<file path="src/rtl/wb_stage.sv">
// Write-back stage: retires instructions from the memory stage, drives the register-file
// write port and forwarding bus, executes print/exit syscalls and counts retired instructions.
module wb_stage #(
    parameter int unsigned CNT_W    = 32,
    parameter int unsigned SIG_W    = 8,
    parameter int unsigned SYS_EXIT = 10,
    parameter int unsigned SYS_PINT = 1
) (
    input  logic             clk,
    input  logic             rst_n,
    input  logic             in_valid,
    input  logic [31:0]      in_pc,
    input  logic [31:0]      in_ir,
    input  logic [SIG_W-1:0] in_signal,
    input  logic [4:0]       in_dst,
    input  logic [31:0]      in_r,
    input  logic [31:0]      in_mem_data,
    input  logic [31:0]      in_v0,
    input  logic [31:0]      in_a0,
    output logic             rf_we,
    output logic [4:0]       rf_waddr,
    output logic [31:0]      rf_wdata,
    output logic             halted,
    output logic [31:0]      disp_data,
    output logic             disp_valid,
    output logic [CNT_W-1:0] retired_cnt,
    output logic [31:0]      last_pc
);

    localparam int unsigned XLEN     = 32;
    localparam int unsigned RA_W     = 5;
    localparam int unsigned SYS_PHEX = 34;

    typedef enum logic {
        S_RUN  = 1'b0,
        S_HALT = 1'b1
    } state_t;

    state_t            state_q, state_d;
    logic              rf_we_q, rf_we_d;
    logic [RA_W-1:0]   rf_waddr_q, rf_waddr_d;
    logic [XLEN-1:0]   rf_wdata_q, rf_wdata_d;
    logic              halted_q, halted_d;
    logic [XLEN-1:0]   disp_data_q, disp_data_d;
    logic              disp_valid_q, disp_valid_d;
    logic [CNT_W-1:0]  retired_cnt_q, retired_cnt_d;
    logic [XLEN-1:0]   last_pc_q, last_pc_d;

    logic accept_c;
    logic is_sys_c;
    logic is_exit_c;
    logic is_print_c;
    logic [XLEN-1:0] wb_value_c;

    // Instruction word and spare control bits are carried for debug only.
    logic unused_ok;
    assign unused_ok = ^{in_ir, in_signal[SIG_W-1:4]};

    assign accept_c   = (state_q == S_RUN) && in_valid;
    assign is_sys_c   = in_signal[3];
    assign is_exit_c  = is_sys_c && (in_v0 == XLEN'(SYS_EXIT));
    assign is_print_c = is_sys_c && ((in_v0 == XLEN'(SYS_PINT)) || (in_v0 == XLEN'(SYS_PHEX)));

    // Link has fixed priority over load data.
    assign wb_value_c = in_signal[2] ? (in_pc + XLEN'(4)) :
                        in_signal[1] ? in_mem_data : in_r;

    // State register and all output registers.
    always_ff @(posedge clk) begin
        if (!rst_n) begin
            state_q       <= S_RUN;
            rf_we_q       <= 1'b0;
            rf_waddr_q    <= '0;
            rf_wdata_q    <= '0;
            halted_q      <= 1'b0;
            disp_data_q   <= '0;
            disp_valid_q  <= 1'b0;
            retired_cnt_q <= '0;
            last_pc_q     <= '0;
        end else begin
            state_q       <= state_d;
            rf_we_q       <= rf_we_d;
            rf_waddr_q    <= rf_waddr_d;
            rf_wdata_q    <= rf_wdata_d;
            halted_q      <= halted_d;
            disp_data_q   <= disp_data_d;
            disp_valid_q  <= disp_valid_d;
            retired_cnt_q <= retired_cnt_d;
            last_pc_q     <= last_pc_d;
        end
    end

    // Next state: HALT is only left through reset.
    always_comb begin
        state_d = state_q;
        if (accept_c && is_exit_c) begin
            state_d = S_HALT;
        end
    end

    // Output next values.
    always_comb begin
        rf_we_d       = 1'b0;
        rf_waddr_d    = rf_waddr_q;
        rf_wdata_d    = rf_wdata_q;
        halted_d      = (state_d == S_HALT);
        disp_data_d   = disp_data_q;
        disp_valid_d  = 1'b0;
        retired_cnt_d = retired_cnt_q;
        last_pc_d     = last_pc_q;
        if (accept_c) begin
            retired_cnt_d = retired_cnt_q + CNT_W'(1);
            last_pc_d     = in_pc;
            if (is_print_c) begin
                disp_data_d  = in_a0;
                disp_valid_d = 1'b1;
            end
            if (!is_sys_c && in_signal[0] && (in_dst != RA_W'(0))) begin
                rf_we_d    = 1'b1;
                rf_waddr_d = in_dst;
                rf_wdata_d = wb_value_c;
            end
        end
    end

    assign rf_we       = rf_we_q;
    assign rf_waddr    = rf_waddr_q;
    assign rf_wdata    = rf_wdata_q;
    assign halted      = halted_q;
    assign disp_data   = disp_data_q;
    assign disp_valid  = disp_valid_q;
    assign retired_cnt = retired_cnt_q;
    assign last_pc     = last_pc_q;

endmodule

</file>
<file path="config.mk">
export PLATFORM = sky130hd
export DESIGN_NAME = wb_stage
export DESIGN_NICKNAME = d
export VERILOG_FILES = /design/src/rtl/wb_stage.sv
export SDC_FILE = /design/constraint.sdc
export NUM_CORES = 1
export LEC_CHECK = 0
export CELL_PAD_IN_SITES_DETAIL_PLACEMENT = 1
export CELL_PAD_IN_SITES_GLOBAL_PLACEMENT = 1
export CORE_MARGIN = 3
export CORE_UTILIZATION = 29
export DETAILED_ROUTE_END_ITERATION = 12
export PLACE_DENSITY = 0.83
export REMOVE_ABC_BUFFERS = 1
export SYNTH_ARGS = -nofsm -noshare
export SYNTH_HDL_FRONTEND = slang
export SYNTH_SLANG_ARGS = --single-unit
</file>
<file path="constraint.sdc">
create_clock -name clk -period 3.2 [get_ports clk]
set_clock_uncertainty 0.15 [all_clocks]
set_input_delay 0.64 -clock clk [delete_from_list [all_inputs] [get_ports clk]]
set_output_delay 0.64 -clock clk [all_outputs]
set_load 0.01 [all_outputs]
</file>
Word level (Yosys, flattened, before mapping)

Index checks and enable logic that the tools add are counted.
Widths: inputs -> output; s select.

$add $sub $neg: 2
Equal/unequal tests: 3
Muxes and demuxes: 4
Bitwise gates (word level): 1
Reductions and logical operators: 12

Operator list:

| kind                  | count |
|---|---|
| $mux 32               | 2 |
| $add 32x1->32 const B | 1 |
| $add 32x3->32 const B | 1 |
| $eq 32x1->1 const B   | 1 |
| $eq 32x4->1 const B   | 1 |
| $eq 32x6->1 const B   | 1 |
| $logic_and 1x1->1     | 6 |
| $reduce_and 2->1      | 3 |
| $reduce_bool 5->1     | 1 |
| $mux 1                | 2 |
| $logic_not 1->1       | 1 |
| $logic_or 1x1->1      | 1 |
| $not 1->1             | 1 |

Bits in registers: 136
Output and inout bits: 136
Logic and storage cells: 30

Logic depth before layout (Yosys ltp)

Depth after elaboration: 4
Gate-level depth with buffers: 8

Worst setup path before layout

OpenSTA, ideal clock, no wires.

Kind: input -> register
Start: in in_dst[0]
End: reg rf_wdata_q[31], in the netlist rf_wdata[31]
Setup time: 138 ps
Arrival time: 1946 ps
Data required time: 2912 ps
Path slack: 967 ps
Cell stages on the path: 6
Path through: or4_1 o21a_1 and2_1 clkbuf_1 nand4_1 o221ai_1

Longest elaborated chain between the ends: 3

RTL lines:

| item                       | line | source |
|---|---|---|
| start: declaration         | 15   | `input logic [4:0] in_dst,` |
| $reduce_bool 5->1          | 118  | `if (!is_sys_c && in_signal[0] && (in_dst != RA_W'(0))) begin` |
| $logic_and 1x1->1          | 118  |  |
| $reduce_and 2->1 (no line) | n/a  |  |
| end signal: assignment     | 84   | `rf_wdata_q <= rf_wdata_d;` |
| end: declaration           | 42   | `logic [XLEN-1:0] rf_wdata_q, rf_wdata_d;` |

Every way passes these cells.
A chain may end at the register's enable or synchronous reset.

Worst setup path after layout

Start: in in_signal[3]
End: reg disp_data_q[20], in the netlist disp_data[20]

Longest elaborated chain between the ends: 2

RTL lines:

| item                       | line | source |
|---|---|---|
| start: declaration         | 14   | `input logic [SIG_W-1:0] in_signal,` |
| $logic_and 1x1->1          | 62   | `assign is_print_c = is_sys_c && ((in_v0 == XLEN'(SYS_PINT)) \|\| (in_v0 == XLEN'(SYS_PHEX)));` |
| $reduce_and 2->1 (no line) | n/a  |  |
| end signal: assignment     | 86   | `disp_data_q <= disp_data_d;` |
| end: declaration           | 44   | `logic [XLEN-1:0] disp_data_q, disp_data_d;` |

Every way passes these cells.

==> results by group <==
Floorplan
  – FP Rows: 53
  – Initial core utilization: 0.299
  – Die H: around 150 µm
  – Core outline area: 0.0212 mm²
  – # IOs: 344
  – Die area: 0.0237 mm²
  – Die width: approximately 150 µm

Hold path
  – Hold path startpoint: last_pc[0]
  – Hold Crit Class: reg -> reg

Placed design
  – RePlAce Congestion: about 0.79
  – Pre-CTS setup slack: 145 ps
  – Dpl hpwl: 18400 µm
  – Buffers added on ports: about 300
  – Post-DP Area: 0.00979 mm²
  – Dpl cells: 1308

Pwr
  – PD cells: between 400 and 500 mW/mm²
  – Clock group share of total power: 0.443
  – Cell-internal power: around 3.1 mW
  – Sequential share of power: 0.415
  – Maximum VDD drop: 0.342 mV
  – Leak: 3.63 nW
  – Total chip power: between 4 and 5 mW
  – Combinational share of power: 0.142
  – Net Sw Frac: 0.269
  – Switch Pwr: between 1 and 1.5 mW

Cells and area
  – Diode count: 0
  – Final cell count without fillers: 1340
  – Layout Utilization: 0.488
  – # nets final: 1262
  – Post-route cell area: 0.0103 mm²
  – Most frequent cells in the layout: clkdlybuf4s50_1, dfxtp_1, nand2_1
  – Multi-input combinational cell area: roughly 0.0034 mm²
  – Layout cell share with drive strength beyond 1: 0.0685
  – Fillers: 2477
  – Most common cell after layout, fill and taps aside: clkdlybuf4s50_1
  – Syn-to-layout area delta: 63.3%
  – Register area: around 0.0027 mm²

Logic synthesis
  – Mux cell area share after synthesis: 0.0697
  – EDFF count, synth: 0
  – Cell variety after synth: 55
  – Netlist Area Pre-Place: roughly 0.0063 mm²
  – Cells after synthesis: 756
  – Post-Synth XOR/XNOR Area: 0.0691
  – FF+latch count, synth: 136
  – YS warnings: 0
  – Sequential area share after synthesis: 0.430
  – Fraction of registers with async set/reset: 0
  – Post-synthesis simple-gate area fraction: 0.258
  – Post-synthesis compound-gate area fraction: 0.125
  – Largest family of logic cells by synthesized area: simple AND/OR/NAND/NOR gates
  – Mean Syn Cell Area: 8.38 µm²
  – Ys flop type: dfxtp_1
  – Synth Area in Adders: 0.00395

Clock tree
  – Htree depth: 4
  – Max clock buf depth: 2
  – Clock transition at path regs: 70 ps
  – # clock sinks: 136
  – Root Driver: clkbuf_16
  – # hold bufs at CTS: 0
  – Setup Buffers After CTS: 0
  – CTS tree: done
  – Total CTS buffers: 17
  – Clock latency at the later pin of the worst-skew pair: 420 ps
  – Resized cells post-CTS: 0

Timing
  – Final Max Tran Viols: 0
  – Final setup fails: 0
  – Final worst-path cycle share: 0.830
  – Final TNS setup: 0 ps
  – Crit path time final: ~2700 ps
  – Post-route worst setup slack: 546 ps
  – Worst slew pin tran: 589 ps
  – RSZ-0062 raised after global routing: false
  – Fmax: 377 MHz
  – Worst hold slack: 306 ps
  – Slew HR: 0.597
  – Fin. Hold Viols: 0

Critical path
  – Setup crit start: in_signal[3]
  – Buf/Inv on CP: 2
  – Crit path largest cell delay: 520 ps
  – Critical path type: in -> reg
  – Crit start category: input port
  – Cell family with most CP delay: simple AND/OR/NAND/NOR gates
  – Crit path max fanout: 33
  – CP Data Arrival Time: 2810 ps
  – CP max stage cell: clkdlybuf4s50_1
  – CP cell instances: clkdlybuf4s50_1 > nor4b_1 > nand4_1 > nor4b_2 > buf_12 > mux2i_1 > nor2_1
  – RR Startpoint: halted
  – Data required, critical path: 3360 ps
  – CP endpoint kind: flop

Run
  – Max cap viols: 0

Detailed routing
  – Avg WL per Cell: 18.2 µm
  – Via count: 6650
  – Vias per inst: 4.96
  – DRC violations left: 0
  – Wirelength, routed: 24400 µm
  – Drt pass-1 iters: 4
  – Final ANT Viol Nets: 0
  – Initial DRC Count: 185

Global route
  – Initial antenna violation count: 0
  – Busiest grt layer: met2
  – Met2 usage: 0.360
  – Vias in the first global route: 6905
  – Grt met3 use: 0.0476
  – Met1 Use GR: 0.238
  – First-pass GRT wire length: 38000 µm
  – Gr usage total: 0.200
  – Largest net degree at the start of global routing: 44
  – GR Overflow Total: 0

Outcome
  – Status: completed
-- logic make-up (layout without fill, tap and decap cells) --
| group | after synthesis | in the layout |
|---|---|---|
| DFF | 136 | 136 |
| muxes | 44 | 44 |
| and+or+nand+nor | 335 | 335 |
| AOI/OAI and AO/OA | 128 | 128 |
| adders and majority gates | 2 | 2 |
| xor gates and xnor gates | 50 | 50 |
| buffers and inverters | 61 | 370 |
-- final cells by class --
type	count	area share
timing repair buffer	331	0.322
multi-input combinational	559	0.325
inverter	7	0.00278
clock buffer	17	0.0411
clock inverter	15	0.0125
sequential	136	0.263
tap	275	0.0333
-- path summary, 6_finish.rpt --
check	end	slack [ps]	depth (start not counted)
max	disp_data[20]	550	7
min reg2reg	last_pc[0]	310	2
max reg2reg	rf_wdata[30]	980	6
min	last_pc[0]	310	2
-- layer usage --
layer  up-vias  routed length [µm]
li1       3243                   -
met5         -                   0
met2       170               12400
met3        23                1240
met4         0                 381
met1      3214               10400
-- power by group through the flow --
stage | Combinational [mW] | Clock, mW | Sequential, mW
after detailed placement | 0.610 | 0 | 1.80
after CTS | 0.613 | 1.95 | 1.76
final | 0.605 | 1.88 | 1.76
after floorplan | 0.149 | 0 | 1.82
after global routing | 0.655 | 2.02 | 1.77
after global placement | 0.599 | 0 | 1.80
-- Yosys cell counts (14+ instances only) --
cell type  instances  area (µm²)
nand3_1           28         140
mux2i_1           43         430
a211oi_1          16         120
a21oi_1           69         345
clkbuf_1          30         113
dfxtp_1          136        2720
nand2_1          106         398
nor2b_1           21         131
nor3_1            14        70.1
nor2_1            84         315
xor2_1            36         315
xnor2_1           14         123
nand4_1           25         156
-- state kept, by name, summed over array words and instances, names as in the netlist --
name	cells
rf_wdata	32
disp_valid	1
rf_waddr	5
halted	1
last_pc	32
disp_data	32
rf_we	1
retired_cnt	32
-- worst register-to-register path, cell delays in order, from the launching register on --
cell	delay (ps)
dfxtp_1	380
and4bb_2	470
o21ai_4	110
buf_4	190
a2111oi_0	540
or3_1	190
a21oi_1	40
Note: power is estimated with default switching activity, not from simulation.
